`src/rtl/mdu_pkg.sv`:
```
// Shared op encodings and FSM state type for the multiply/divide unit.
package mdu_pkg;

  localparam logic [2:0] OP_MULTU = 3'b000;
  localparam logic [2:0] OP_MULT  = 3'b001;
  localparam logic [2:0] OP_DIVU  = 3'b010;
  localparam logic [2:0] OP_DIV   = 3'b011;
  localparam logic [2:0] OP_MTHI  = 3'b100;
  localparam logic [2:0] OP_MTLO  = 3'b101;
  localparam logic [2:0] OP_MADD  = 3'b110;
  localparam logic [2:0] OP_MSUB  = 3'b111;

  typedef enum logic [1:0] {
    ST_IDLE,
    ST_MUL,
    ST_DIV,
    ST_FIX
  } mdu_state_e;

endpackage

```
`src/rtl/mdu_div_iter.sv`:
```
// Radix-2 restoring divider datapath: one quotient bit per step on unsigned magnitudes.
// Divisor zero naturally yields an all-ones quotient and the dividend as remainder.
module mdu_div_iter
  import mdu_pkg::*;
#(
  parameter int unsigned WIDTH = 32
) (
  input  logic             clk,
  input  logic             rst,
  input  logic             load,
  input  logic             step,
  input  logic             clear,
  input  logic [WIDTH-1:0] dividend,
  input  logic [WIDTH-1:0] divisor,
  output logic [WIDTH-1:0] quotient,
  output logic [WIDTH-1:0] remainder,
  output logic             last_c
);

  localparam int unsigned CNT_W = $clog2(WIDTH + 1);

  logic [WIDTH-1:0] dvs;
  logic [CNT_W-1:0] cnt;
  logic [WIDTH:0]   shifted_c;
  logic             ge_c;

  always_comb begin
    shifted_c = {remainder, quotient[WIDTH-1]};
    ge_c      = shifted_c >= {1'b0, dvs};
    last_c    = (cnt == CNT_W'(WIDTH - 1));
  end

  // Quotient register doubles as the dividend shift register.
  always_ff @(posedge clk or negedge rst) begin
    if (!rst) begin
      quotient  <= '0;
      remainder <= '0;
      dvs       <= '0;
      cnt       <= '0;
    end else if (clear) begin
      quotient  <= '0;
      remainder <= '0;
      dvs       <= '0;
      cnt       <= '0;
    end else if (load) begin
      quotient  <= dividend;
      remainder <= '0;
      dvs       <= divisor;
      cnt       <= '0;
    end else if (step) begin
      remainder <= ge_c ? WIDTH'(shifted_c - {1'b0, dvs}) : shifted_c[WIDTH-1:0];
      quotient  <= {quotient[WIDTH-2:0], ge_c};
      cnt       <= cnt + CNT_W'(1);
    end
  end

endmodule

```
`src/rtl/mdu_ctrl.sv`:
```
// EXE-stage multiply/divide controller and HI/LO owner (pipelined multiply, iterative divide).
// Define MDU_MACC_EN to enable MADD/MSUB (ops 110/111); otherwise those ops are no-ops.
module mdu_ctrl
  import mdu_pkg::*;
#(
  parameter int unsigned WIDTH      = 32,
  parameter int unsigned MUL_STAGES = 2
) (
  input  logic             clk,
  input  logic             rst,
  input  logic             start,
  input  logic [2:0]       op,
  input  logic [WIDTH-1:0] a,
  input  logic [WIDTH-1:0] b,
  input  logic             flush,
  output logic             busy,
  output logic             done,
  output logic [WIDTH-1:0] hi,
  output logic [WIDTH-1:0] lo
);

  localparam int unsigned PW    = 2 * WIDTH;
  localparam int unsigned CNT_W = $clog2(MUL_STAGES + 2);

  mdu_state_e                   state;
  logic [CNT_W-1:0]             mul_cnt;
  logic [MUL_STAGES-1:0][PW-1:0] pipe;
  logic                         q_neg, r_neg;
`ifdef MDU_MACC_EN
  logic                         macc, msub;
`endif

  logic             op_signed_c, op_mul_c, op_div_c, accept_c;
  logic             mul_load_c, div_load_c, div_step_c, div_last_c;
  logic [PW-1:0]    a_ext_c, b_ext_c, prod_c, mul_res_c;
  logic [WIDTH-1:0] a_mag_c, b_mag_c, quo, rem;
  logic [CNT_W-1:0] mul_last_c;

  always_comb begin
    op_signed_c = (op != OP_MULTU) && (op != OP_DIVU);
`ifdef MDU_MACC_EN
    op_mul_c    = (op == OP_MULTU) || (op == OP_MULT) || (op == OP_MADD) || (op == OP_MSUB);
`else
    op_mul_c    = (op == OP_MULTU) || (op == OP_MULT);
`endif
    op_div_c    = (op == OP_DIVU) || (op == OP_DIV);
    accept_c    = (state == ST_IDLE) && start && !flush;
    mul_load_c  = accept_c && op_mul_c;
    div_load_c  = accept_c && op_div_c;
    div_step_c  = (state == ST_DIV) && !flush;
    a_ext_c     = {{WIDTH{op_signed_c & a[WIDTH-1]}}, a};
    b_ext_c     = {{WIDTH{op_signed_c & b[WIDTH-1]}}, b};
    prod_c      = a_ext_c * b_ext_c;
    a_mag_c     = (op_signed_c && a[WIDTH-1]) ? -a : a;
    b_mag_c     = (op_signed_c && b[WIDTH-1]) ? -b : b;
`ifdef MDU_MACC_EN
    mul_last_c  = macc ? CNT_W'(MUL_STAGES) : CNT_W'(MUL_STAGES - 1);
    if (!macc)     mul_res_c = pipe[MUL_STAGES-1];
    else if (msub) mul_res_c = {hi, lo} - pipe[MUL_STAGES-1];
    else           mul_res_c = {hi, lo} + pipe[MUL_STAGES-1];
`else
    mul_last_c  = CNT_W'(MUL_STAGES - 1);
    mul_res_c   = pipe[MUL_STAGES-1];
`endif
  end

  // Product enters stage 0 at the start edge and ripples to the last stage.
  always_ff @(posedge clk or negedge rst) begin
    if (!rst) begin
      pipe <= '0;
    end else begin
      if (mul_load_c) pipe[0] <= prod_c;
      for (int i = 1; i < MUL_STAGES; i++) pipe[i] <= pipe[i-1];
    end
  end

  mdu_div_iter #(.WIDTH(WIDTH)) u_div (
    .clk       (clk),
    .rst       (rst),
    .load      (div_load_c),
    .step      (div_step_c),
    .clear     (flush),
    .dividend  (a_mag_c),
    .divisor   (b_mag_c),
    .quotient  (quo),
    .remainder (rem),
    .last_c    (div_last_c)
  );

  always_ff @(posedge clk or negedge rst) begin
    if (!rst) begin
      state   <= ST_IDLE;
      busy    <= 1'b0;
      done    <= 1'b0;
      hi      <= '0;
      lo      <= '0;
      mul_cnt <= '0;
      q_neg   <= 1'b0;
      r_neg   <= 1'b0;
`ifdef MDU_MACC_EN
      macc    <= 1'b0;
      msub    <= 1'b0;
`endif
    end else begin
      done <= 1'b0;
      if (flush) begin
        state <= ST_IDLE;
        busy  <= 1'b0;
      end else begin
        case (state)
          ST_IDLE: if (start) begin
            case (op)
              OP_MTHI: hi <= a;
              OP_MTLO: lo <= a;
              OP_DIVU, OP_DIV: begin
                state <= ST_DIV;
                busy  <= 1'b1;
                q_neg <= op_signed_c & (a[WIDTH-1] ^ b[WIDTH-1]);
                r_neg <= op_signed_c & a[WIDTH-1];
              end
              default: if (op_mul_c) begin
                state   <= ST_MUL;
                busy    <= 1'b1;
                mul_cnt <= '0;
`ifdef MDU_MACC_EN
                macc    <= (op == OP_MADD) || (op == OP_MSUB);
                msub    <= (op == OP_MSUB);
`endif
              end
            endcase
          end
          ST_MUL: begin
            if (mul_cnt == mul_last_c) begin
              {hi, lo} <= mul_res_c;
              state    <= ST_IDLE;
              busy     <= 1'b0;
              done     <= 1'b1;
            end else begin
              mul_cnt <= mul_cnt + CNT_W'(1);
            end
          end
          ST_DIV: if (div_last_c) state <= ST_FIX;
          ST_FIX: begin
            lo    <= q_neg ? -quo : quo;
            hi    <= r_neg ? -rem : rem;
            state <= ST_IDLE;
            busy  <= 1'b0;
            done  <= 1'b1;
          end
          default: begin
            state <= ST_IDLE;
            busy  <= 1'b0;
          end
        endcase
      end
    end
  end

endmodule

```
`config.mk`:
```
export PLATFORM = sky130hd
export DESIGN_NAME = mdu_ctrl
export DESIGN_NICKNAME = d
export VERILOG_FILES = /design/src/rtl/mdu_pkg.sv /design/src/rtl/mdu_div_iter.sv /design/src/rtl/mdu_ctrl.sv
export SDC_FILE = /design/constraint.sdc
export NUM_CORES = 2
export LEC_CHECK = 0
export CAP_MARGIN = 5
export CORE_ASPECT_RATIO = 0.7
export CORE_UTILIZATION = 30
export DETAILED_ROUTE_END_ITERATION = 6
export PLACE_DENSITY = 0.5
export SYNTH_ARGS = -nofsm -noshare
export SYNTH_HDL_FRONTEND = slang
export SYNTH_SLANG_ARGS = --single-unit
export TNS_END_PERCENT = 30
```
`constraint.sdc`:
```
create_clock -name clk -period 4.9 [get_ports clk]
set_clock_uncertainty 0.15 [all_clocks]
set_input_delay 0.735 -clock clk [delete_from_list [all_inputs] [get_ports clk]]
set_output_delay 0.735 -clock clk [all_outputs]
set_load 0.1 [all_outputs]
```
[Yosys cells after proc, flatten, opt, wreduce, memory -nomap -nowiden]
Cells that the tools add are included.
Cells by class
  magnitude comparators: 1
  mux-type cells: 45
  $add $sub $neg: 7
  $mul: 1
  eq/ne operators: 23
  reductions and logical operators: 28
  bitwise gates (word level): 5
Operators with widths (count)
  2-to-1 mux 32 bit: 19
  case mux 32 bit (3 select lines): 2
  negation 32 bit: 4
  multiplier 33 x 33 -> 64 bit: 1
  >= comparator 33 x 32 -> 1 bit: 1
  subtractor 32 bit: 1
  AND reduction 5 bit: 4
  2-to-1 mux 2 bit: 9
  2-to-1 mux 6 bit: 3
  inequality test 3 bit, second input constant: 4
  inequality test 2 bit, second input constant: 5
  nonzero test 3 bit: 3
  logical AND 1 bit: 8
  case mux 2 bit (2 select lines): 2
  case mux 2 bit (4 select lines): 1
  adder 6 x 1 -> 6 bit, second input constant: 1
  equality test 3 x 2 -> 1 bit, second input constant: 2
  equality test 3 bit, second input constant: 2
  equality test 6 x 5 -> 1 bit, second input constant: 1
  2-to-1 mux 1 bit: 6
  AND reduction 6 bit: 1
  equality test 2 x 1 -> 1 bit, second input constant: 2
  equality test 2 bit, second input constant: 2
  inequality test 2 x 1 -> 1 bit, second input constant: 2
  other kinds (18): 24
Storage, ports and cells
  input bits: 71
  flip-flop bits (word level): 302
  logic and storage cells: 124
  output and inout port bits: 66

[Longest topological paths before layout]
  word-level depth: 7
  depth in mapped cells: 33

[Modules after synthesis]
From an unflattened synthesis, not the netlist that was laid out.
Second synthesis, totals
  cell total of the unflattened synthesis: 6173
  area total of the unflattened synthesis: 55101.6 um^2
Modules (own cells, without submodules)
  mdu_ctrl: seq. area each 5004.8 um^2, cells an instance 5371, times used 1, area each 48096.1 um^2
  mdu_div_iter: seq. area each 2552.4 um^2, cells an instance 802, times used 1, area each 7005.5 um^2

[Worst setup path before layout]
OpenSTA, ideal clock, no wires.
  kind: input to register
  start point: input op[0]
  end point: register pipe[58] (netlist name)
  arrival time: 8743 ps
  buffers on the path: 3
  cell stages on the path: 32
  slack: -4113 ps
  cells stage by stage: or2_2 -> and2_1 -> clkbuf_1 -> clkbuf_1 -> buf_1 -> nand2_1 -> inv_1 -> fa_1 -> inv_1 -> fa_1 -> inv_1 -> fa_1 -> inv_1 -> fa_1 -> inv_1 -> fa_1 -> fa_1 -> inv_1 -> fa_1 -> fa_1 -> inv_1 -> ha_1 -> a21oi_1 -> nand2_1 -> a21oi_1 -> a21oi_1 -> nand2_1 -> a21oi_1 -> o21ai_0 -> a21boi_0 -> or3_1 -> a31o_2
Between the ends
  cells in the longest elaborated chain, start to end: 4
  elaborated cells between the ends (all ways): 10
  classes of those cells: 1 x mul; 2 x eq/ne; 2 x bitwise; 5 x reduce/logical
Ends and longest elaborated chain
  start, declared: line mdu_ctrl.sv:12  | input logic [2:0] op,
  inequality test 3 x 2 -> 1 bit / nonzero test 3 bit (equally long branches): line mdu_ctrl.sv:40  | op_signed_c = (op != OP_MULTU) && (op != OP_DIVU);
  logical AND 1 bit: line mdu_ctrl.sv:40
  AND 1 bit, on equally long branches: line mdu_ctrl.sv:51, mdu_ctrl.sv:52
  multiplier 33 x 33 -> 64 bit: line mdu_ctrl.sv:53  | prod_c = a_ext_c * b_ext_c;
  end, declared: line mdu_ctrl.sv:27  | logic [MUL_STAGES-1:0][PW-1:0] pipe;
Parallel ways exist; a longest one is shown, timed or not.
A chain may end at the register's enable or synchronous reset.

[Worst setup path after layout]
  start point: input op[2]
  end point: register pipe[61] (netlist name)
The elaborated chain is that of the path after synthesis.

==> out/qor.yml <==
sta:
  relSlewSlack_pct: 20.46
  period_minus_slack_ns: 7.730
  finalSetupViolations: 55
  rsz0062_at_grt: "yes"
  post-route-period-util_pct: 157.8
  setup_slack_ns: -2.830
  fmax_mhz: 129.4
  drv_slew: 0
  tightest_slew_ns: 1.193
  hold_viol: 0
routing:
  routedWlPerCell_um: 20.44
  wl_mm: 181.8
  antenna_left: 0
  first_pass_iters: 5
  via_per_inst: 4.793
  drtIter0Drc: 2843
  drc: 0
  num_vias: 42630
clocking:
  insertion_delay_ns: 0.62
  clkTransAtPathRegs_ns: 0.08
  cts-root-buf: "clkbuf_16"
  cts_num_sinks: 302
  cts_tree: "yes"
  h-tree-depth: 1
  clockBufferDepth: 3
  numCtsBuffers: 28
logic_synthesis:
  ys_async_sr_fraction_pct: 100.0
  synthFlopType: "dfrtp_1"
  synth-edff-count: 0
  synth-compound-area-share_pct: 8.514
  netlist_area_um2: 54170
  synthAdderAreaFrac_pct: 47.41
  ys.warnings.count: 0
  syn_inst: 6043
  synth_top_area_cell: "fa_1"
  yosys.area_share.simple_pct: 15.04
  synth.distinct_cells: 78
  synth-xor-area-share_pct: 3.654
  yosysSeqAreaShare_pct: 13.95
  synth_top_family_by_area: "adder cells"
  yosys-mux-area-fraction_pct: 0.5012
  syn_nets: 7491
  synthDominantCellAreaShare_pct: 41.61
  avgSynthCellArea_um2: 8.964
  yosys-top-cells-area: "fa_1, dfrtp_1, inv_1"
  ys_seq_elements: 302
floorplan:
  dieArea_um2: 182300
  coreArea_um2: 179400
  die-height_um: 357.5
  start_util_pct: 30.19
  fp-row-count: 130
  ios: 137
  dieWidth_um: 509.9
cells_and_area:
  drive_above_1_share_pct: 16.03
  stdcell_count: 8895
  syn_to_final_growth_pct: 21.22
  fin_nets: 7940
  layout_common_cells: "inv_1, fa_1, nand2_1"
  layout_commonest_cell: "inv_1"
  final_area_um2: 65660
setup_path:
  cp_data_arrival_time_ns: 8.05
  critPathLaunchType: "input pin"
  ff2ff_setup_slack_ns: 0.61
  critPathMaxFanout: 6
  critPathKind: "input pin to flop"
  path_delay_family: "adder cells"
  r2r_end: "u_div.remainder[29]"
  cp_data_required_time_ns: 5.22
  r2r_cells: 12
  path_buf_inv: 11
  critPathSlowestCell: "fa_2"
  cp-end-kind: "flop"
  r2r_start: "u_div.remainder[1]"
  max_stage_delay_ns: 0.57
  cp_common_cell: "fa_1"
min_path:
  worstHoldStart: "pipe[15]"
  worstHoldPathCells: 0
  whs_endpoint: "mul_res_c[15]"
  hp-class: "flop to flop"
placed_design:
  preCtsSetupSlack_ns: -4.161
  dpl.hpwl_mm: 151.6
  dpl-instance-area_um2: 62350
  placedCellCount: 8773
  numPortBuffers: 136
  place_congestion: 0.9168
global_routing:
  met3_usage_pct: 3.326
  grt_max_degree: 101
  antenna_found_initial: 18
  track_usage_pct: 20.39
  grt-ovfl-total: 0
  grt-busiest-layer: "met1"
  grt_use_met2_pct: 30.02
  met1_usage_pct: 31.52
  grt_pass1_wl_mm: 281.8
  grt_pass1_vias: 44310
status:
  status: "finished, violations left"
  violations: "negative setup slack"
flow_run:
  drv_cap: 0
[registers in the layout (all words and copies together) (netlist names)]
signal,cells
lo,32
u_div.quotient,32
state,2
r_neg,1
mul_cnt,2
busy,1
u_div.dvs,32
pipe,64
mul_res_c,64
hi,32
u_div.cnt,6
u_div.remainder,32
done,1
q_neg,1
[per-stage QoR]
step	hold WS [ns]	utilization, %	TNS [ns]
after detailed placement	0.2104	34.75	-187.16
final	0.2219	36.60	-113.05
after floorplan	0.1961	-	-125.47
after CTS	0.2261	36.34	-117.28
after global placement	0.2082	34.75	-187.33
after global routing	0.2320	36.59	-126.04
[cell usage after synthesis (all sizes together) (3+ instances only)]
master / number
a211oi: 43
nor2: 233
a221oi: 3
a31o: 3
nor2b: 36
nor4: 12
o21ai: 221
nand2b: 17
a311oi: 8
nand3: 31
nor3: 31
inv: 1188
nand4b: 3
o41ai: 17
a21oi: 267
or3: 28
xor2: 117
a21o: 45
and2: 354
nand4: 25
o31ai: 34
mux2i: 26
or2: 4
a31oi: 23
or4: 16
fa: 1126
a21boi: 4
clkbuf: 320
a211o: 9
o21a: 12
ha: 251
buf: 61
o21bai: 13
o22ai: 34
nand2: 953
xnor2: 109
and3: 22
o211ai: 9
dfrtp: 302
[how the worst max path moves through the flow]
stage	from	endpoint	slack (ns)	depth (start not counted)
after detailed placement	op[0]	pipe[59]	-4.16	27
after floorplan	op[0]	pipe[58]	-3.25	30
after global routing	op[2]	pipe[61]	-3.09	31
after global placement	op[0]	pipe[62]	-4.17	32
final	op[2]	pipe[61]	-2.83	31
after CTS	op[2]	pipe[58]	-2.81	30
[routing by layer]
metal  wire (um)  share of wire (%)  vias to the layer above
li1            -                  -                    19150
met1       89470                 49                    22240
met2       77280                 43                     1077
met3       11760                6.5                      159
met4        3311                1.8                        2
met5          13             0.0071                        -
[final cells by class]
cell class | count | area (um^2)
Fill cell | 18340 | 113700
Multi-Input combinational cell | 4170 | 42060
Sequential cell | 302 | 7560
Timing Repair Buffer | 800 | 7480
Inverter | 1190 | 4482
Tap cell | 2376 | 2973
Clock buffer | 33 | 780.7
Clock inverter | 19 | 316.6
Antenna cell | 5 | 12.51
[timing repair]
| item | in CTS | in global routing |
|---|---|---|
| endpoints found under the setup margin | 57 | 57 |
| gates resized for setup | 303 | 113 |
| gates cloned | 6 | 0 |
| endpoints found under the hold margin | 45 | 0 |
| pin swaps | 145 | 42 |
| hold buffers | 1 | 0 |
| setup buffers | 55 | 4 |
[cell families (layout without fill, tap and decap cells)]
logic type,count (synthesis),in the layout
xor+xnor,226,226
other cells,0,5
buf+inv,1571,2042
flops,302,302
fa+ha+maj,1377,1377
simple gates,1775,1775
compound gates,765,765
mux,27,27
Power is not shown: default switching activity piles up to over one toggle a cycle in this logic, so the estimate is an artifact.
